<file path="src/rtl/mdu_pkg.sv">
// Shared definitions for the multiply/divide unit: instruction class codes,
// MDU operation codes, default latencies and the class-to-operation decode.
package mdu_pkg;

    localparam logic [3:0] CLS_NONE  = 4'd0;
    localparam logic [3:0] CLS_MULT  = 4'd1;
    localparam logic [3:0] CLS_MULTU = 4'd2;
    localparam logic [3:0] CLS_DIV   = 4'd3;
    localparam logic [3:0] CLS_DIVU  = 4'd4;
    localparam logic [3:0] CLS_MTHI  = 4'd5;
    localparam logic [3:0] CLS_MTLO  = 4'd6;
    localparam logic [3:0] CLS_MFHI  = 4'd7;
    localparam logic [3:0] CLS_MFLO  = 4'd8;

    localparam logic [2:0] OP_MULU = 3'b000;
    localparam logic [2:0] OP_MUL  = 3'b001;
    localparam logic [2:0] OP_DIVU = 3'b010;
    localparam logic [2:0] OP_DIV  = 3'b011;
    localparam logic [2:0] OP_MR   = 3'b100;

    localparam int MUL_LAT_DEF  = 5;
    localparam int DIV_LAT_DEF  = 10;
    localparam int WD_SLACK_DEF = 2;

    // Non-start classes decode to the reserved code; callers only use the result on a start.
    function automatic logic [2:0] cls_to_op(input logic [3:0] cls);
        logic [2:0] op;
        case (cls)
            CLS_MULT:  op = OP_MUL;
            CLS_MULTU: op = OP_MULU;
            CLS_DIV:   op = OP_DIV;
            CLS_DIVU:  op = OP_DIVU;
            default:   op = OP_MR;
        endcase
        return op;
    endfunction

endpackage

</file>
<file path="src/rtl/mdu_issue_ctrl.sv">
// E-stage command side of the MDU: issues start / mthi / mtlo strobes, tracks the
// running operation against its expected latency and stalls dependent MDU instructions.
module mdu_issue_ctrl
    import mdu_pkg::*;
#(
    parameter int MUL_LAT  = MUL_LAT_DEF,
    parameter int DIV_LAT  = DIV_LAT_DEF,
    parameter int WD_SLACK = WD_SLACK_DEF
) (
    input  logic       clk,
    input  logic       reset,
    input  logic       e_valid,
    input  logic [3:0] e_cls,
    input  logic       cancel,
    input  logic       d_uses_md,
    input  logic       mdu_busy,
    output logic       mdu_start,
    output logic [2:0] mdu_op,
    output logic       hi_write,
    output logic       lo_write,
    output logic       stall_d,
    output logic       wd_err
);

    localparam int MAX_LAT = (MUL_LAT > DIV_LAT) ? MUL_LAT : DIV_LAT;
    localparam int CW      = $clog2(MAX_LAT + 1);
    localparam int SW      = $clog2(WD_SLACK + 2);

    localparam logic [1:0] ST_IDLE = 2'd0;
    localparam logic [1:0] ST_ARM  = 2'd1;
    localparam logic [1:0] ST_RUN  = 2'd2;

    logic [1:0]    state_r;
    logic [CW-1:0] cnt_r;
    logic [SW-1:0] slack_r;
    logic [2:0]    op_r;
    logic          wd_err_r;

    logic          is_start_cls_s;
    logic          is_mul_s;
    logic          is_mthi_s;
    logic          is_mtlo_s;
    logic          is_mf_s;
    logic          is_md_s;
    logic          idle_s;
    logic          issue_s;
    logic          start_s;
    logic [2:0]    dec_op_s;
    logic [CW-1:0] load_lat_s;

    // Decode the E-stage instruction class.
    always_comb begin
        is_start_cls_s = 1'b0;
        is_mul_s       = 1'b0;
        is_mthi_s      = 1'b0;
        is_mtlo_s      = 1'b0;
        is_mf_s        = 1'b0;
        case (e_cls)
            CLS_MULT, CLS_MULTU: begin
                is_start_cls_s = 1'b1;
                is_mul_s       = 1'b1;
            end
            CLS_DIV, CLS_DIVU: is_start_cls_s = 1'b1;
            CLS_MTHI:          is_mthi_s      = 1'b1;
            CLS_MTLO:          is_mtlo_s      = 1'b1;
            CLS_MFHI, CLS_MFLO: is_mf_s       = 1'b1;
            default:           is_start_cls_s = 1'b0;
        endcase
    end

    assign is_md_s    = is_start_cls_s | is_mthi_s | is_mtlo_s | is_mf_s;
    assign idle_s     = (state_r == ST_IDLE);
    assign issue_s    = e_valid & ~cancel & idle_s & ~mdu_busy;
    assign start_s    = issue_s & is_start_cls_s;
    assign dec_op_s   = cls_to_op(e_cls);
    assign load_lat_s = is_mul_s ? CW'(MUL_LAT) : CW'(DIV_LAT);

    assign mdu_start = start_s;
    assign hi_write  = issue_s & is_mthi_s;
    assign lo_write  = issue_s & is_mtlo_s;
    assign mdu_op    = start_s ? dec_op_s : op_r;
    assign wd_err    = wd_err_r;

    // The MDU raises busy only a cycle after start, so the start cycle itself must stall D.
    // An MDU instruction waiting in E (including a start blocked by foreign busy) also holds.
    assign stall_d = (d_uses_md & (start_s | ~idle_s | mdu_busy))
                   | (e_valid & is_md_s & (~idle_s | mdu_busy));

    // Operation tracking FSM with latency down-counter and watchdog slack counter.
    always_ff @(posedge clk) begin
        if (reset) begin
            state_r  <= ST_IDLE;
            cnt_r    <= '0;
            slack_r  <= '0;
            op_r     <= OP_MULU;
            wd_err_r <= 1'b0;
        end else begin
            case (state_r)
                ST_IDLE: begin
                    if (start_s) begin
                        state_r <= ST_ARM;
                        cnt_r   <= load_lat_s;
                        slack_r <= '0;
                        op_r    <= dec_op_s;
                    end
                end
                ST_ARM: begin
                    if (mdu_busy) begin
                        state_r <= ST_RUN;
                        cnt_r   <= (cnt_r != '0) ? cnt_r - CW'(1) : '0;
                    end else begin
                        wd_err_r <= 1'b1;
                        state_r  <= ST_IDLE;
                        cnt_r    <= '0;
                    end
                end
                ST_RUN: begin
                    if (!mdu_busy) begin
                        state_r <= ST_IDLE;
                        cnt_r   <= '0;
                    end else if (cnt_r != '0) begin
                        cnt_r <= cnt_r - CW'(1);
                    end else if (slack_r == SW'(WD_SLACK)) begin
                        wd_err_r <= 1'b1;
                    end else begin
                        slack_r <= slack_r + SW'(1);
                    end
                end
                default: begin
                    state_r <= ST_IDLE;
                    cnt_r   <= '0;
                end
            endcase
        end
    end

endmodule

</file>
<file path="config.mk">
export PLATFORM = sky130hd
export DESIGN_NAME = mdu_issue_ctrl
export DESIGN_NICKNAME = d
export VERILOG_FILES = /design/src/rtl/mdu_pkg.sv /design/src/rtl/mdu_issue_ctrl.sv
export SDC_FILE = /design/constraint.sdc
export NUM_CORES = 1
export LEC_CHECK = 0
export BUFFER_PORTS_ARGS = -buffer_cell sky130_fd_sc_hd__buf_4
export CAP_MARGIN = 15
export CORE_AREA = 2 2 46 48
export DETAILED_ROUTE_END_ITERATION = 10
export DIE_AREA = 0 0 48 50
export PLACE_DENSITY = 0.72
export SLEW_MARGIN = 20
export SYNTH_ARGS = -nofsm -noshare
export SYNTH_HDL_FRONTEND = slang
export SYNTH_SLANG_ARGS = --single-unit
</file>
<file path="constraint.sdc">
create_clock -name clk -period 1.66 [get_ports clk]
set_input_delay 0.166 -clock clk [delete_from_list [all_inputs] [get_ports clk]]
set_output_delay 0.166 -clock clk [all_outputs]
set_load 0.02 [all_outputs]
</file>
Word level (Yosys, flattened, before mapping)
Index checks and enable logic that the tools add are counted.
- latch bits: 0
- memories: 0
- input bits: 10
- bits in writable memories: 0
- register bits: 12
- bits in read-only memories: 0
- logic and storage cells: 84
- shifts and indexed selects: 0
- reduce and logical (&&, ||, !) cells: 11
- order comparisons: 0
- bitwise operators: 19
- multipliers: 0
- divide/modulo/power cells: 0
- add/subtract/negate cells: 2
- multiplexer cells: 28
- equality and inequality tests: 19
- operator list (cell ; number):
    4-bit two-way mux ; 6
    4-bit by 3-bit equality test with 1-bit output, second input constant ; 4
    2-bit two-way mux ; 7
    2-bit inequality test, second input constant ; 6
    3-bit case mux with 4 select lines ; 1
    4-bit case mux with 3 select lines ; 1
    5-bit AND reduction ; 2
    1-bit AND ; 9
    1-bit two-way mux ; 9
    4-bit by 2-bit equality test with 1-bit output, second input constant ; 2
    1-bit OR ; 7
    2-bit case mux with 3 select lines ; 1
    2-bit equality test, second input constant ; 2
    4-bit by 1-bit equality test with 1-bit output, second input constant ; 1
    4-bit equality test, second input constant ; 1
    2-bit case mux with 2 select lines ; 1
    2-bit AND reduction ; 2
    2-bit nonzero test ; 2
    4-bit nonzero test ; 1
    2-bit OR reduction ; 2
    4-bit OR reduction ; 1
    4-bit by 1-bit subtractor with 4-bit output, second input constant ; 1
    3-bit two-way mux ; 1
    3-bit inequality test, second input constant ; 1
    6 further kinds ; 8

Logic depth before layout (Yosys ltp)
- depth after elaboration: 9
- gate-level depth with buffers: 6

Worst setup path before layout
Ideal clock, no wire load.
- path type: register to register
- start: register cnt_r[0]
- end: register cnt_r[0]
- stages on the path, launching flop included: 7
- setup time: 0.121 ns
- path slack: -0.111 ns
- buffers on the path: 0
- required time: 1.539 ns
- arrival time: 1.650 ns
- cell sequence: dfxtp_1 inv_1 ha_1 or3b_1 nor2b_1 a21o_1 mux2_4
- cells in the longest elaborated chain, start to end: 4
- elaborated cells on any way between the ends: 9
- those cells by class: add/sub (1); eq/ne (1); mux (5); reduce/logical (2)
- RTL lines (element ; line ; RTL):
    from (decl) ; mdu_issue_ctrl.sv:34 ; logic [CW-1:0] cnt_r;
    from (signal assigned) ; mdu_issue_ctrl.sv:102 ; cnt_r <= load_lat_s;
    from (signal assigned) ; mdu_issue_ctrl.sv:110 ; cnt_r <= (cnt_r != '0) ? cnt_r - CW'(1) : '0;
    from (signal assigned) ; mdu_issue_ctrl.sv:122 ; cnt_r <= cnt_r - CW'(1);
    4-bit by 1-bit subtractor with 4-bit output or 4-bit nonzero test (tied branches) ; mdu_issue_ctrl.sv:110, mdu_issue_ctrl.sv:122, mdu_issue_ctrl.sv:121 ;
    4-bit two-way mux, on equally long branches ; mdu_issue_ctrl.sv:121, mdu_issue_ctrl.sv:110 ;
    4-bit two-way mux, on equally long branches ; mdu_issue_ctrl.sv:118, mdu_issue_ctrl.sv:108 ;
    4-bit case mux with 3 select lines ; mdu_issue_ctrl.sv:98 ; case (state_r)
Several ways; a longest one is shown, not always the timed one. The select of a mux whose other input is x is not followed.
A chain may end at the register's enable or synchronous reset.

Worst setup path after layout
- start: register state_r[1]
- end: output stall_d
- cells in the longest elaborated chain, start to end: 8
- elaborated cells on any way between the ends: 11
- those cells by class: bitwise (10); reduce/logical (1)
- RTL lines (element ; line ; RTL):
    from (decl) ; mdu_issue_ctrl.sv:33 ; logic [1:0] state_r;
    from (signal assigned) ; mdu_issue_ctrl.sv:92 ; state_r <= ST_IDLE;
    from (signal assigned) ; mdu_issue_ctrl.sv:101 ; state_r <= ST_ARM;
    from (signal assigned) ; mdu_issue_ctrl.sv:109 ; state_r <= ST_RUN;
    2-bit logical NOT (*) ; mdu_issue_ctrl.sv:72 ; assign idle_s = (state_r == ST_IDLE);
    1-bit AND (2 in series) ; mdu_issue_ctrl.sv:73 ; assign issue_s = e_valid & ~cancel & idle_s & ~mdu_busy;
    1-bit AND ; mdu_issue_ctrl.sv:74 ; assign start_s = issue_s & is_start_cls_s;
    1-bit OR (2 in series) ; mdu_issue_ctrl.sv:86 ; assign stall_d = (d_uses_md & (start_s | ~idle_s | mdu_busy))
    1-bit AND ; mdu_issue_ctrl.sv:86 ;
    1-bit OR (*) ; mdu_issue_ctrl.sv:87 ; | (e_valid & is_md_s & (~idle_s | mdu_busy));
    to (decl) ; mdu_issue_ctrl.sv:21 ; output logic stall_d,
Every way passes the cells marked *; elsewhere a longest branch is shown, timed or not.

==> parameters.txt <==
Parameter                              Value

Placed design
  Placed wire-length estimate after detailed placement    1.61 mm
  Placement-stage cell area    0.00117 sq mm
  Final Wtd Congestion    0.779
  Port Buffer Count    17

Floorplanning
  Vertical die dimension    50 um
  Area enclosed by the die boundary    0.00240 sq mm
  Horizontal die dimension    48 um
  Starting Density    0.463
  Number of primary I/O pins    18
  Placeable core region    0.00190 sq mm
  Num rows    16

Timing
  Worst-Margin Slew    283 ps
  Setup repair after global routing missed its margin    true
  Post-layout minimum cycle time    1710 ps
  Aggregate negative setup slack    -96.8 ps
  Ratio of final minimum period to clock period    1.03
  Final hold violation count    0
  Worst-case setup margin in the final layout    -52.1 ps
  Worst clock skew on the final layout    7.17 ps
  Post-route worst hold slack    160 ps
  Setup-failing EPs final    4
  Peak clock frequency supported by timing    584 MHz
  Relative slew slack    0.810
  Pins Over Slew Limit    0

Worst setup path
  Highest cell delay on the worst timing path    360 ps
  Worst reg-to-reg path cell count    6
  CP Class    register to output port
  Critical path launch point type    register
  Top Family by Delay on Critical Path    buffers and inverters
  Number of buffers and inverters on the critical path    3
  Arrival @ worst endpoint    1550 ps
  Max stage delay cell, worst path    sky130_fd_sc_hd__dfxtp_4
  Top fanout value on the critical path    3
  Endpoint type of the worst setup path    output port
  Required time worst endpoint    1490 ps
  CP Depth    7
  Cell breakdown of the critical path    nor3_4, buf_6, nand4_4, inv_2, nand2_2, a31oi_2, buf_4
  Worst Setup SP    state_r[1]
  Critical R2R Launch    cnt_r[1]

Clock tree
  Clock sink total    12
  CTS Buf Count    3
  Root Buffer Master    sky130_fd_sc_hd__clkbuf_4
  Worst-Skew Late Latency    290 ps
  CTS clk-pin slew, worst paths    80 ps
  CTS max path bufs    2
  Maximum level of the CTS H-tree    1
  CTS tree    built

GRT
  First-pass GRT wire length    3.53 mm
  Largest net degree at the start of global routing    15
  Overall fraction of global-route tracks in use    0.201
  Number of global-route vias before repair    837
  Number of antenna violations at the first check in global routing    0
  Leftover overflow at the end of global routing    0

Logic synthesis
  Number of standard cells after synthesis    99
  Synthesis Warnings    0
  Part of the Yosys area used for sequential elements    0.273
  Portion of synthesized cell area occupied by the leading cell type    0.273
  Synth area leader    sky130_fd_sc_hd__dfxtp_1
  Mapped cell area    881 sq um
  Net count of the mapped netlist    112
  Avg Inst Size Synth    8.90 sq um
  Synth async-reset ratio    0
  Post-synth top flop    sky130_fd_sc_hd__dfxtp_1
  Synth area leaders    sky130_fd_sc_hd__dfxtp_1 27%, sky130_fd_sc_hd__inv_1 4.7%, sky130_fd_sc_hd__a211oi_1 4.3%
  Distinct cell type count of the synthesized netlist    45
  Synthesis-stage register bit count    12
  Post-synth EDFFs    0

Power
  Static leakage    0.531 nW
  Clk pwr share    0.340
  Switching part of the total    0.287
  Power density normalized to cell area    525 mW/mm^2
  Sequential fraction of design power    0.410
  Cell internal pwr    510 uW
  Worst ir drop on vdd    372 uV
  Switching component of the power    205 uW
  Combinational cell fraction of total power    0.250

Cells and area
  Final design area excluding fillers    0.00136 sq mm
  Diode count    0
  Combined flip-flop and latch cell area    249 sq um
  Fraction of layout cells with a size suffix above 1    0.541
  Core occupancy in the finished layout    0.716
  Syn-to-layout area delta    54.7%
  Footprint of the multi-input gates    709 sq um
  Number of nets in the layout    149
  Fillers    152

Min path
  Min-delay worst type    primary input to register
  Hold path cells    2
  Hold_sp    reset

Route
  Antenna-violating nets left    0
  Average via count per standard cell    5.52
  Count of TritonRoute iterations in the first routing pass    4
  DRC violation count after routing    0
  Vias    894
  Final WL    2.35 mm
  Initial DRC Count    9
  Final routed wire length divided by cell count    14.5 um

Status
  Outcome    finished, violations left
  Violations in the final reports    negative setup slack

Flow run
  Count of maximum capacitance violations    0
==> flip-flops by register name, summed over array words and instances, names as in the netlist <==
| register | count |
|---|---|
| op_r | 3 |
| state_r | 2 |
| slack_r | 2 |
| cnt_r | 4 |
| wd_err | 1 |
==> per-stage QoR <==
step / power (mW) / setup WS [ps] / instances
floorplan: 0.393 / -61.7 / 99
global placement: 0.450 / -50.2 / 152
detailed placement: 0.452 / -90.0 / 152
CTS: 0.692 / -54.7 / 158
global route: 0.742 / -141 / 162
finish: 0.716 / -52.1 / 162
==> cell usage after synthesis (2+ instances only) <==
cell type                  instances
sky130_fd_sc_hd__nor2_1            4
sky130_fd_sc_hd__a41oi_1           2
sky130_fd_sc_hd__buf_2             2
sky130_fd_sc_hd__dfxtp_1          12
sky130_fd_sc_hd__xnor2_1           4
sky130_fd_sc_hd__inv_1            11
sky130_fd_sc_hd__and2_1            2
sky130_fd_sc_hd__a31oi_1           2
sky130_fd_sc_hd__a31o_2            2
sky130_fd_sc_hd__o32ai_1           2
sky130_fd_sc_hd__nor2b_1           5
sky130_fd_sc_hd__a211oi_1          5
sky130_fd_sc_hd__ha_1              3
sky130_fd_sc_hd__nand2b_1          3
sky130_fd_sc_hd__nor3_1            3
sky130_fd_sc_hd__xor2_1            2
sky130_fd_sc_hd__nor3b_1           2
sky130_fd_sc_hd__a21oi_1           3
sky130_fd_sc_hd__or3b_1            2
sky130_fd_sc_hd__nand3_1           3
==> path summary, 6_finish.rpt <==
path	endpoint	slack, ps
min	cnt_r[1]	160
max	stall_d	-50
max reg2reg	slack_r[1]	0
min reg2reg	wd_err	500
==> cells by family after synthesis <==
logic type               count (synthesis)  synth area share
AO/OA/AOI/OAI                           25             0.226
flip-flops                              12             0.273
AND/OR/NAND/NOR                         35             0.286
buffers and inverters                   16            0.0838
multiplexers                             2            0.0298
adder cells (fa/ha/maj)                  3            0.0426
XOR/XNOR                                 6            0.0597
==> what timing repair did <==
item,CTS,global route
pin swaps,4,4
gates cloned,0,0
setup endpoints to repair,6,10
hold buffers,0,0
buffers inserted,2,4
gates resized for setup,5,19
==> power groups by stage <==
stage / Clock [mW] / Sequential, mW / Combinational (mW)
2_1_floorplan: 0 / 0.302 / 0.0908
3_3_place_gp: 0 / 0.303 / 0.147
3_5_place_dp: 0 / 0.303 / 0.150
4_1_cts: 0.240 / 0.296 / 0.155
5_1_grt: 0.256 / 0.294 / 0.192
6_report: 0.243 / 0.293 / 0.179
==> final cells by class <==
type,instances,share of cell area
Timing Repair Buffer,37,0.215
Multi-Input combinational cell,71,0.521
Tap cell,27,0.0248
Sequential cell,12,0.183
Clock buffer,4,0.0266
Inverter,11,0.0303
==> layer usage <==
| layer | wire length [um] | global-route usage |
|---|---|---|
| met1 | 1050 | 0.261 |
| met2 | 1210 | 0.324 |
| met3 | 60 | 0.0330 |
| met4 | 31 | 0.0676 |
| met5 | 0 | 0 |
==> cell usage in the layout (no fill, tap or decap), types with 2 or more instances in the layout <==
cell / n
sky130_fd_sc_hd__buf_4: 33
sky130_fd_sc_hd__dfxtp_1: 9
sky130_fd_sc_hd__inv_1: 8
sky130_fd_sc_hd__nor2_1: 4
sky130_fd_sc_hd__nor2b_1: 4
sky130_fd_sc_hd__a211oi_2: 4
sky130_fd_sc_hd__buf_6: 4
sky130_fd_sc_hd__inv_2: 3
sky130_fd_sc_hd__a21oi_1: 3
sky130_fd_sc_hd__nand2b_1: 3
sky130_fd_sc_hd__xnor2_1: 3
sky130_fd_sc_hd__nor3_1: 3
sky130_fd_sc_hd__clkbuf_4: 3
sky130_fd_sc_hd__xor2_1: 2
sky130_fd_sc_hd__nand3_1: 2
sky130_fd_sc_hd__nor3b_2: 2
sky130_fd_sc_hd__mux2_4: 2
sky130_fd_sc_hd__a41oi_1: 2
sky130_fd_sc_hd__a211oi_1: 2
sky130_fd_sc_hd__ha_1: 2
sky130_fd_sc_hd__dfxtp_4: 2
Note: power is estimated with default switching activity, not from simulation.
